`src/rtl/fwnoc_pkg.sv`:
```
// Shared definitions for the fwnoc host endpoint.
// Holds the header flit layout, the header pack/unpack helpers and the
// TX/RX state encodings used by fwnoc_host_ep and fwnoc_host_ep_rx.
package fwnoc_pkg;

  localparam int unsigned FLIT_W    = 32;
  localparam int unsigned DST_X_LSB = 0;
  localparam int unsigned DST_Y_LSB = 2;
  localparam int unsigned SRC_X_LSB = 4;
  localparam int unsigned SRC_Y_LSB = 6;
  localparam int unsigned LEN_LSB   = 8;
  localparam int unsigned TAG_LSB   = 16;
  localparam int unsigned COORD_W   = 2;
  localparam int unsigned LEN_W     = 8;
  localparam int unsigned TAG_W     = 16;

  typedef struct packed {
    logic [TAG_W-1:0]   tag;
    logic [LEN_W-1:0]   len;
    logic [COORD_W-1:0] src_y;
    logic [COORD_W-1:0] src_x;
    logic [COORD_W-1:0] dst_y;
    logic [COORD_W-1:0] dst_x;
  } fwnoc_hdr_t;

  typedef enum logic [1:0] {
    TX_IDLE,
    TX_HDR,
    TX_DATA
  } tx_state_e;

  typedef enum logic [1:0] {
    RX_IDLE,
    RX_HDR,
    RX_DATA,
    RX_DROP
  } rx_state_e;

  function automatic logic [FLIT_W-1:0] hdr_pack(input fwnoc_hdr_t h);
    logic [FLIT_W-1:0] f;
    f = '0;
    f[DST_X_LSB +: COORD_W] = h.dst_x;
    f[DST_Y_LSB +: COORD_W] = h.dst_y;
    f[SRC_X_LSB +: COORD_W] = h.src_x;
    f[SRC_Y_LSB +: COORD_W] = h.src_y;
    f[LEN_LSB   +: LEN_W]   = h.len;
    f[TAG_LSB   +: TAG_W]   = h.tag;
    return f;
  endfunction

  function automatic fwnoc_hdr_t hdr_unpack(input logic [FLIT_W-1:0] f);
    fwnoc_hdr_t h;
    h.dst_x = f[DST_X_LSB +: COORD_W];
    h.dst_y = f[DST_Y_LSB +: COORD_W];
    h.src_x = f[SRC_X_LSB +: COORD_W];
    h.src_y = f[SRC_Y_LSB +: COORD_W];
    h.len   = f[LEN_LSB   +: LEN_W];
    h.tag   = f[TAG_LSB   +: TAG_W];
    return h;
  endfunction

endpackage

```
`src/rtl/fwnoc_host_ep_rx.sv`:
```
// RX parser for the fwnoc host endpoint.
// Accepts flits from the router he_ port, presents matching packets as a
// header record (rxh_*) followed by a payload stream (rxd_*), and silently
// consumes packets addressed to another node while counting them.
// Ports: clock/reset (async active-low); net_i_* flit input; rxh_* header
// output; rxd_* payload output; drop_cnt saturating misroute count.
module fwnoc_host_ep_rx
  import fwnoc_pkg::*;
#(
  parameter logic [1:0] X_ID = 2'd0,
  parameter logic [1:0] Y_ID = 2'd0
) (
  input  logic        clock,
  input  logic        reset,
  input  logic [31:0] net_i_dat,
  input  logic        net_i_valid,
  output logic        net_i_ready,
  output logic        rxh_valid,
  input  logic        rxh_ready,
  output logic [1:0]  rxh_src_x,
  output logic [1:0]  rxh_src_y,
  output logic [7:0]  rxh_len,
  output logic [15:0] rxh_tag,
  output logic [31:0] rxd_dat,
  output logic        rxd_valid,
  input  logic        rxd_ready,
  output logic        rxd_last,
  output logic [15:0] drop_cnt
);

  rx_state_e   state_q, state_d;
  logic [1:0]  src_x_q, src_x_d;
  logic [1:0]  src_y_q, src_y_d;
  logic [7:0]  len_q, len_d;
  logic [15:0] tag_q, tag_d;
  logic [7:0]  cnt_q, cnt_d;
  logic [15:0] drop_q, drop_d;
  fwnoc_hdr_t  in_hdr;

  always_comb begin
    in_hdr      = hdr_unpack(net_i_dat);
    state_d     = state_q;
    src_x_d     = src_x_q;
    src_y_d     = src_y_q;
    len_d       = len_q;
    tag_d       = tag_q;
    cnt_d       = cnt_q;
    drop_d      = drop_q;
    net_i_ready = 1'b0;
    rxh_valid   = 1'b0;
    rxd_valid   = 1'b0;
    rxd_last    = 1'b0;
    rxd_dat     = '0;
    case (state_q)
      RX_IDLE: begin
        net_i_ready = 1'b1;
        if (net_i_valid) begin
          src_x_d = in_hdr.src_x;
          src_y_d = in_hdr.src_y;
          len_d   = in_hdr.len;
          tag_d   = in_hdr.tag;
          cnt_d   = in_hdr.len;
          if (in_hdr.dst_x == X_ID && in_hdr.dst_y == Y_ID) begin
            state_d = RX_HDR;
          end else begin
            if (drop_q != '1) drop_d = drop_q + 16'd1;
            state_d = (in_hdr.len != '0) ? RX_DROP : RX_IDLE;
          end
        end
      end
      RX_HDR: begin
        rxh_valid = 1'b1;
        if (rxh_ready) begin
          cnt_d   = len_q;
          state_d = (len_q == '0) ? RX_IDLE : RX_DATA;
        end
      end
      RX_DATA: begin
        // Payload flows straight through; the sink's ready backpressures the router.
        net_i_ready = rxd_ready;
        rxd_valid   = net_i_valid;
        rxd_dat     = net_i_dat;
        rxd_last    = (cnt_q == 8'd1);
        if (net_i_valid && rxd_ready) begin
          cnt_d = cnt_q - 8'd1;
          if (cnt_q == 8'd1) state_d = RX_IDLE;
        end
      end
      RX_DROP: begin
        net_i_ready = 1'b1;
        if (net_i_valid) begin
          cnt_d = cnt_q - 8'd1;
          if (cnt_q == 8'd1) state_d = RX_IDLE;
        end
      end
      default: state_d = RX_IDLE;
    endcase
  end

  always_ff @(posedge clock or negedge reset) begin
    if (!reset) begin
      state_q <= RX_IDLE;
      src_x_q <= '0;
      src_y_q <= '0;
      len_q   <= '0;
      tag_q   <= '0;
      cnt_q   <= '0;
      drop_q  <= '0;
    end else begin
      state_q <= state_d;
      src_x_q <= src_x_d;
      src_y_q <= src_y_d;
      len_q   <= len_d;
      tag_q   <= tag_d;
      cnt_q   <= cnt_d;
      drop_q  <= drop_d;
    end
  end

  assign rxh_src_x = src_x_q;
  assign rxh_src_y = src_y_q;
  assign rxh_len   = len_q;
  assign rxh_tag   = tag_q;
  assign drop_cnt  = drop_q;

endmodule

```
`src/rtl/fwnoc_host_ep.sv`:
```
// Host-side endpoint for one fwnoc router node.
// TX: turns a send command plus a payload stream into a header flit followed
// by len payload flits on net_o (router hi_ port). RX: delegated to
// fwnoc_host_ep_rx, which parses net_i (router he_ port) flits.
// Ports: clock/reset (async active-low); cmd_* send command; txd_* TX
// payload; net_o_*/net_i_* router side; rxh_*/rxd_* RX outputs; drop_cnt.
module fwnoc_host_ep
  import fwnoc_pkg::*;
#(
  parameter logic [1:0] X_ID = 2'd0,
  parameter logic [1:0] Y_ID = 2'd0
) (
  input  logic        clock,
  input  logic        reset,
  input  logic        cmd_valid,
  output logic        cmd_ready,
  input  logic [1:0]  cmd_dst_x,
  input  logic [1:0]  cmd_dst_y,
  input  logic [7:0]  cmd_len,
  input  logic [15:0] cmd_tag,
  input  logic [31:0] txd_dat,
  input  logic        txd_valid,
  output logic        txd_ready,
  output logic [31:0] net_o_dat,
  output logic        net_o_valid,
  input  logic        net_o_ready,
  input  logic [31:0] net_i_dat,
  input  logic        net_i_valid,
  output logic        net_i_ready,
  output logic        rxh_valid,
  input  logic        rxh_ready,
  output logic [1:0]  rxh_src_x,
  output logic [1:0]  rxh_src_y,
  output logic [7:0]  rxh_len,
  output logic [15:0] rxh_tag,
  output logic [31:0] rxd_dat,
  output logic        rxd_valid,
  input  logic        rxd_ready,
  output logic        rxd_last,
  output logic [15:0] drop_cnt
);

  tx_state_e   tx_state_q, tx_state_d;
  logic [31:0] tx_hdr_q, tx_hdr_d;
  logic [7:0]  tx_cnt_q, tx_cnt_d;
  fwnoc_hdr_t  cmd_hdr;

  always_comb begin
    cmd_hdr.dst_x = cmd_dst_x;
    cmd_hdr.dst_y = cmd_dst_y;
    cmd_hdr.src_x = X_ID;
    cmd_hdr.src_y = Y_ID;
    cmd_hdr.len   = cmd_len;
    cmd_hdr.tag   = cmd_tag;
    tx_state_d    = tx_state_q;
    tx_hdr_d      = tx_hdr_q;
    tx_cnt_d      = tx_cnt_q;
    cmd_ready     = 1'b0;
    txd_ready     = 1'b0;
    net_o_valid   = 1'b0;
    net_o_dat     = '0;
    case (tx_state_q)
      TX_IDLE: begin
        cmd_ready = 1'b1;
        if (cmd_valid) begin
          tx_hdr_d   = hdr_pack(cmd_hdr);
          tx_state_d = TX_HDR;
        end
      end
      TX_HDR: begin
        net_o_valid = 1'b1;
        net_o_dat   = tx_hdr_q;
        if (net_o_ready) begin
          tx_cnt_d   = tx_hdr_q[LEN_LSB +: LEN_W];
          tx_state_d = (tx_hdr_q[LEN_LSB +: LEN_W] == '0) ? TX_IDLE : TX_DATA;
        end
      end
      TX_DATA: begin
        net_o_valid = txd_valid;
        net_o_dat   = txd_dat;
        txd_ready   = net_o_ready;
        if (txd_valid && net_o_ready) begin
          tx_cnt_d = tx_cnt_q - 8'd1;
          if (tx_cnt_q == 8'd1) tx_state_d = TX_IDLE;
        end
      end
      default: tx_state_d = TX_IDLE;
    endcase
  end

  always_ff @(posedge clock or negedge reset) begin
    if (!reset) begin
      tx_state_q <= TX_IDLE;
      tx_hdr_q   <= '0;
      tx_cnt_q   <= '0;
    end else begin
      tx_state_q <= tx_state_d;
      tx_hdr_q   <= tx_hdr_d;
      tx_cnt_q   <= tx_cnt_d;
    end
  end

  fwnoc_host_ep_rx #(
    .X_ID(X_ID),
    .Y_ID(Y_ID)
  ) u_rx (
    .clock       (clock),
    .reset       (reset),
    .net_i_dat   (net_i_dat),
    .net_i_valid (net_i_valid),
    .net_i_ready (net_i_ready),
    .rxh_valid   (rxh_valid),
    .rxh_ready   (rxh_ready),
    .rxh_src_x   (rxh_src_x),
    .rxh_src_y   (rxh_src_y),
    .rxh_len     (rxh_len),
    .rxh_tag     (rxh_tag),
    .rxd_dat     (rxd_dat),
    .rxd_valid   (rxd_valid),
    .rxd_ready   (rxd_ready),
    .rxd_last    (rxd_last),
    .drop_cnt    (drop_cnt)
  );

endmodule

```
`config.mk`:
```
export PLATFORM = sky130hd
export DESIGN_NAME = fwnoc_host_ep
export DESIGN_NICKNAME = d
export VERILOG_FILES = /design/src/rtl/fwnoc_pkg.sv /design/src/rtl/fwnoc_host_ep_rx.sv /design/src/rtl/fwnoc_host_ep.sv
export SDC_FILE = /design/constraint.sdc
export NUM_CORES = 1
export LEC_CHECK = 0
export ABC_AREA = 1
export CORE_ASPECT_RATIO = 0.6
export CORE_MARGIN = 8
export CORE_UTILIZATION = 35
export DETAILED_ROUTE_END_ITERATION = 6
export PLACE_DENSITY = 0.8
export SYNTH_ARGS = -nofsm -noshare
export SYNTH_HDL_FRONTEND = slang
export SYNTH_HIERARCHICAL = 1
export SYNTH_SLANG_ARGS = --single-unit
```
`constraint.sdc`:
```
create_clock -name clock -period 1.5 [get_ports clock]
set_input_delay 0.225 -clock clock [delete_from_list [all_inputs] [get_ports clock]]
set_output_delay 0.225 -clock clock [all_outputs]
set_load 0.05 [all_outputs]
```
## Yosys cells after proc, flatten, opt, wreduce, memory -nomap -nowiden

Index checks and enable logic that the tools add are counted.

- Bits of input ports: 100
- Word-level logic and storage cells: 80
- Register bits after elaboration: 92
- Bits in latches: 0
- Output and inout port bits: 115
- Memories: 0
- Memory bits (read-only): 0
- RAM bits: 0

- Magnitude comparators: 0
- Divide/modulo/power cells: 0
- Multiply operators: 0
- Muxes and demuxes: 32
- Bitwise logic cells: 1
- Shift-type cells: 0
- Eq/ne operators: 16
- Add/subtract/negate cells: 3
- Reduce and logical (&&, ||, !) cells: 18

Operators by type and width:

| kind | number |
|---|---|
| case mux 32 bit (2 select lines) | 1 |
| two-way mux 8 bit | 6 |
| two-way mux 32 bit | 1 |
| case mux 8 bit (4 select lines) | 1 |
| two-way mux 2 bit | 13 |
| adder 16 x 1 -> 16 bit (second input constant) | 1 |
| equality test 8 x 1 -> 1 bit (second input constant) | 2 |
| zero test 8 bit | 2 |
| inequality test 16 bit (second input constant) | 1 |
| case mux 8 bit (2 select lines) | 1 |
| subtractor 8 x 1 -> 8 bit (second input constant) | 2 |
| inequality test 2 bit (second input constant) | 7 |
| AND reduction 4 bit | 3 |
| zero test 2 bit | 4 |
| case mux 2 bit (4 select lines) | 1 |
| nonzero test 8 bit | 1 |
| equality test 2 bit (second input constant) | 3 |
| case mux 2 bit (3 select lines) | 1 |
| two-way mux 1 bit | 5 |
| equality test 2 x 1 -> 1 bit (second input constant) | 2 |
| case mux 1 bit (2 select lines) | 2 |
| AND reduction 2 bit | 2 |
| logical AND 1 bit | 3 |
| AND reduction 3 bit | 1 |
| 4 further kinds | 4 |

## Depth between registers and ports, before layout

- Word-level depth: 5
- Depth in mapped cells: 10

## Cells and area by module

The synthesis kept the hierarchy.

Modules (own cells, without submodules):

| module | instances | seq. area each (µm²) | cells an instance | area each (µm²) |
|---|---|---|---|---|
| fwnoc_host_ep_rx | 1 | 1,351.3 | 481 | 3,235.6 |
| fwnoc_host_ep | 1 | 950.9 | 280 | 2,237.1 |

## Least setup slack after synthesis

Ideal clock, no wire load.

- Path kind: flip-flop to output port
- Start: register tx_state_q[0]
- End: output port net_o_dat[0]
- Required time: 1.275 ns
- Path buffers: 2
- Cell stages (with the launch flop): 7
- Slack: -0.576 ns
- Data arrival time: 1.851 ns
- Path through: dfrtp_1 inv_1 ha_1 inv_1 buf_2 buf_1 a21oi_1

- Word-level cells in the longest chain between the ends: 2
- Elaborated cells between the ends (all ways): 3

RTL lines:

| element | line | source |
|---|---|---|
| from (decl) | fwnoc_host_ep.sv:43 | `tx_state_e tx_state_q, tx_state_d;` |
| from (signal assigned) | fwnoc_host_ep.sv:97 | `tx_state_q <= tx_state_d;` |
| equality test 2 bit / equality test 2 x 1 -> 1 bit (equally long branches) | fwnoc_host_ep.sv:62 | `case (tx_state_q)` |
| case mux 32 bit (2 select lines) * | fwnoc_host_ep.sv:62 |  |
| to (decl) | fwnoc_host_ep.sv:24 | `output logic [31:0] net_o_dat,` |

Mark *: on every way between the ends. The rest lies on a longest branch, timed or not.

## Worst setup path after layout

- Start: register tx_state_q[0]
- End: output port net_o_dat[20]

Same word-level chain as after synthesis.

==> metrics.csv <==
stage;metric;value;unit
global_route;antenna_violations_before_repair;0;
timing;skew;10.2;ps
timing;achievable_frequency;527;MHz
timing;timing.final.hold_violations;0;
synth;yosys_top_cell_area_share;0.421;
critical_path;critical_path.max_fanout;5;
timing;rsz0062_at_grt;yes;
die;floorplan.die.width;177;um
synth;synthTopCellsByCount;nand2_1 (325), dfrtp_1 (92), inv_1 (83), nor2_1 (55), o21ai_0 (36);
clocking;max-clock-path-buffers;2;
critical_path;cp_delay_by_family_top;buffers and inverters;
clocking;cts_tree;done;
timing;setup-violations-final;132;
timing;maxSlewHeadroom;0.657;
critical_path;setup.worst_path.class;flip-flop to output port;
synth;synth_top_cell_by_area;dfrtp_1;
synth;ys_ff_latch;92;
die;die-area;20000;um^2
timing;timing.final.ws_setup;-398;ps
status;outcome;complete, but fails checks;
power;share_of_power_burned_in_registers;0.228;
power;leakage;5.10;nW
critical_path;worst-path-buf-inv;4;
critical_path;critical_path_required;1270;ps
clocking;clockRootBuffer;clkbuf_16;
status;violations;DRC, setup timing;
power;netSwitchingPower;0.00683;W
job;max_cap_violations;0;
synth;post_synth_inst_count;761;
finish;antenna_cells_inserted;0;
global_route;grt_pass1_vias;6273;
route;drt.antenna.violating_nets;0;
finish;finalNetCount;1184;
critical_path;timing.critical_path.slowest_stage_cell;dfrtp_1;
power;power_density;1380;nW/um^2
route;via_count;6439;
timing;final_min_period_over_clock_period;1.27;
power;p_total;0.0159;W
die;die_y;113;um
synth;netlist_top_cells_area;dfrtp_1 (42%), nand2_1 (22%), inv_1 (5.7%);
route;route.detailed.wl_per_inst;19.0;um
placement;place_area;9480;um^2
route;drt_pre_antenna_iters;7;
clocking;ctsHtreeMaxLevel;3;
die;floorplan.initialDensity;0.357;
synth;seq_area_frac_synth;0.421;
die;core-area;15300;um^2
critical_path;critical-path-max-stage-delay;400;ps
global_route;overflow;0;
timing;final.min_clock_period;1900;ps
synth;postSynth.asyncResetShare;1.00;
power;worst_ir_drop_vdd;2.07;mV
synth;synthesis.nets;875;
placement;routabilityCongestion;0.868;
synth;synthFlopType;dfrtp_1;
synth;yosysUniqueCellTypes;35;
power;clockPowerShare;0.165;
critical_path;data_arrival_time_of_the_critical_path;1670;ps
global_route;grt_max_degree;35;
critical_path;timing.critical_path.from_type;flip-flop;
placement;detailed_placer_s_ending_hpwl;15.7;mm
timing;finalMaxSlewViolations;0;
clocking;sink_count_of_the_clock_tree;92;
route;first_iter_violations;382;
timing;totalNegativeSetupSlack;-33200;ps
critical_path;worstSetupEndpointType;output port;
clocking;tritoncts.num_buffers;9;
finish;finish.utilization;0.753;
clocking;clk_pin_slew_worst_paths;60;ps
placement;port-buffer-count;214;
finish;layout-area-overhead-vs-synth;111;%
finish;drive_above_1_share;0.485;
timing;worst_slew_pin_slew;514;ps
power;power_frac_comb;0.607;
power;sw_frac_of_total;0.429;
synth;yosys_warnings;6;
clocking;worstSkewPairLatency;340;ps
placement;detailedPlace.worstSlack;-258;ps
synth;synth_enable_flop_cells;0;
die;num_io_pins;215;
global_route;grt_pass1_wl;33.6;mm
route;route.final.wire_length;24.3;mm
global_route;grt_usage;0.208;
finish;final_cell_area;11500;um^2
power;cell_internal_pwr;0.00908;W
route;drt-vias-per-instance;5.04;
route;detail_route.drc_violations;2;
synth;mappedNetlistArea;5470;um^2
die;rows;35;
critical_path;crit_path_cell_trace;inv_2 -> ha_4 -> buf_6 -> clkbuf_16 -> nand2_2 -> a21oi_4 -> buf_8;
worst_hold_path;worst_hold_path_type;input pin to asynchronous set/reset pin;
synth;synthMostInstantiatedCell;nand2_1;
synth;synth_area_per_cell;7.19;um^2
## per-layer routing
layer	GRT usage	share of wire	up-vias
met3	0.0685	0.086	34
met1	0.267	0.41	3148
li1	-	-	2988
met4	0.0382	0.017	0
met5	0	0	-
met2	0.338	0.49	269
## worst reg2reg max path, stage by stage, from the launching register on
cell and delay [ps]:
dfrtp_1 400, buf_6 130, ha_4 160, buf_6 130, buf_6 110, buf_6 100, inv_4 50, a21oi_4 40
nor2_4 230, buf_6 170, nor2_4 40, a31oi_2 140
## registers in the layout, indices dropped and copies added, names as in the netlist
signal          count
tx_cnt_q            8
tx_hdr_q           28
tx_state_q          2
u_rx/cnt_q          8
u_rx/drop_cnt      16
u_rx/rxh_len        8
u_rx/rxh_src_x      2
u_rx/rxh_src_y      2
u_rx/rxh_tag       16
u_rx/state_q        2
## per-stage QoR
| stage | hold slack (ps) | cells |
|---|---|---|
| floorplan | -70.6 | 761 |
| global placement | 226 | 1215 |
| detailed placement | 228 | 1215 |
| CTS | 413 | 1251 |
| global route | 455 | 1278 |
| finish | 413 | 1278 |
## cell families (layout without fill, tap and decap cells)
| group | Yosys count | in the layout | share of synthesized area |
|---|---|---|---|
| compound gates | 79 | 79 | 0.0757 |
| flops | 92 | 92 | 0.421 |
| fa+ha+maj | 14 | 14 | 0.0320 |
| buf+inv | 113 | 427 | 0.0880 |
| simple gates | 426 | 426 | 0.312 |
| xor+xnor | 9 | 9 | 0.0144 |
| mux | 28 | 28 | 0.0576 |
## what timing repair did
item,in CTS,in global routing
hold endpoints to repair,31,0
pin swaps,9,50
setup buffers,15,22
endpoints found under the setup margin,114,133
gates resized for setup,171,195
cloned,4,12
hold buffers,1,0
## final cells by class
class	count	area, um^2
flip-flops and latches	92	2320
well taps	203	254
inverters	85	487
fillers	941	3790
clock buffers	10	229
clock inverters	6	111
repair buffers	324	4270
multi-input cells	556	3850
repair inverters	2	12.5
## placed cells by master, fill, tap and decap left out, drive strengths merged
| cell | count |
|---|---|
| a21oi | 35 |
| a31oi | 3 |
| and2 | 1 |
| buf | 217 |
| bufinv | 3 |
| clkbuf | 18 |
| clkdlybuf4s50 | 98 |
| clkinv | 5 |
| clkinvlp | 32 |
| dfrtp | 92 |
| dlygate4sd3 | 1 |
| ha | 14 |
| inv | 53 |
| mux2 | 28 |
| nand2 | 332 |
| nand3 | 22 |
| nand3b | 1 |
| nand4 | 9 |
| nor2 | 58 |
| nor3 | 3 |
| o211ai | 1 |
| o21ai | 39 |
| o21bai | 1 |
| xnor2 | 5 |
| xor2 | 4 |
## worst paths after layout
| check | endpoint | slack [ps] | start | cells past startpoint |
|---|---|---|---|---|
| worst max-delay path | net_o_dat[20] | -400 | tx_state_q[0]$_DFFE_PN0P_ | 7 |
| worst min-delay path | tx_hdr_q[8]$_DFFE_PN0P_ | 410 | reset | 2 |
| worst max register to register | tx_cnt_q[2]$_DFFE_PN0P_ | -290 | tx_state_q[1]$_DFFE_PN0P_ | 11 |
| worst min register to register | tx_cnt_q[7]$_DFFE_PN0P_ | 480 | tx_cnt_q[7]$_DFFE_PN0P_ | 2 |
| max in group asynchronous | u_rx/state_q[1]$_DFFE_PN0P_ | 570 | reset | 3 |
| min in group clock | tx_cnt_q[7]$_DFFE_PN0P_ | 480 | tx_cnt_q[7]$_DFFE_PN0P_ | 2 |
## power groups by stage
stage                     Sequential (W)  Clock [W]  Combinational (W)
after floorplan                  0.00345          0            0.00532
after global placement           0.00357          0            0.00747
after detailed placement         0.00360          0            0.00759
after CTS                        0.00357    0.00267            0.00847
after global routing             0.00369    0.00279             0.0102
final                            0.00363    0.00263            0.00965
No activity file was read; power rests on OpenSTA's default activity.
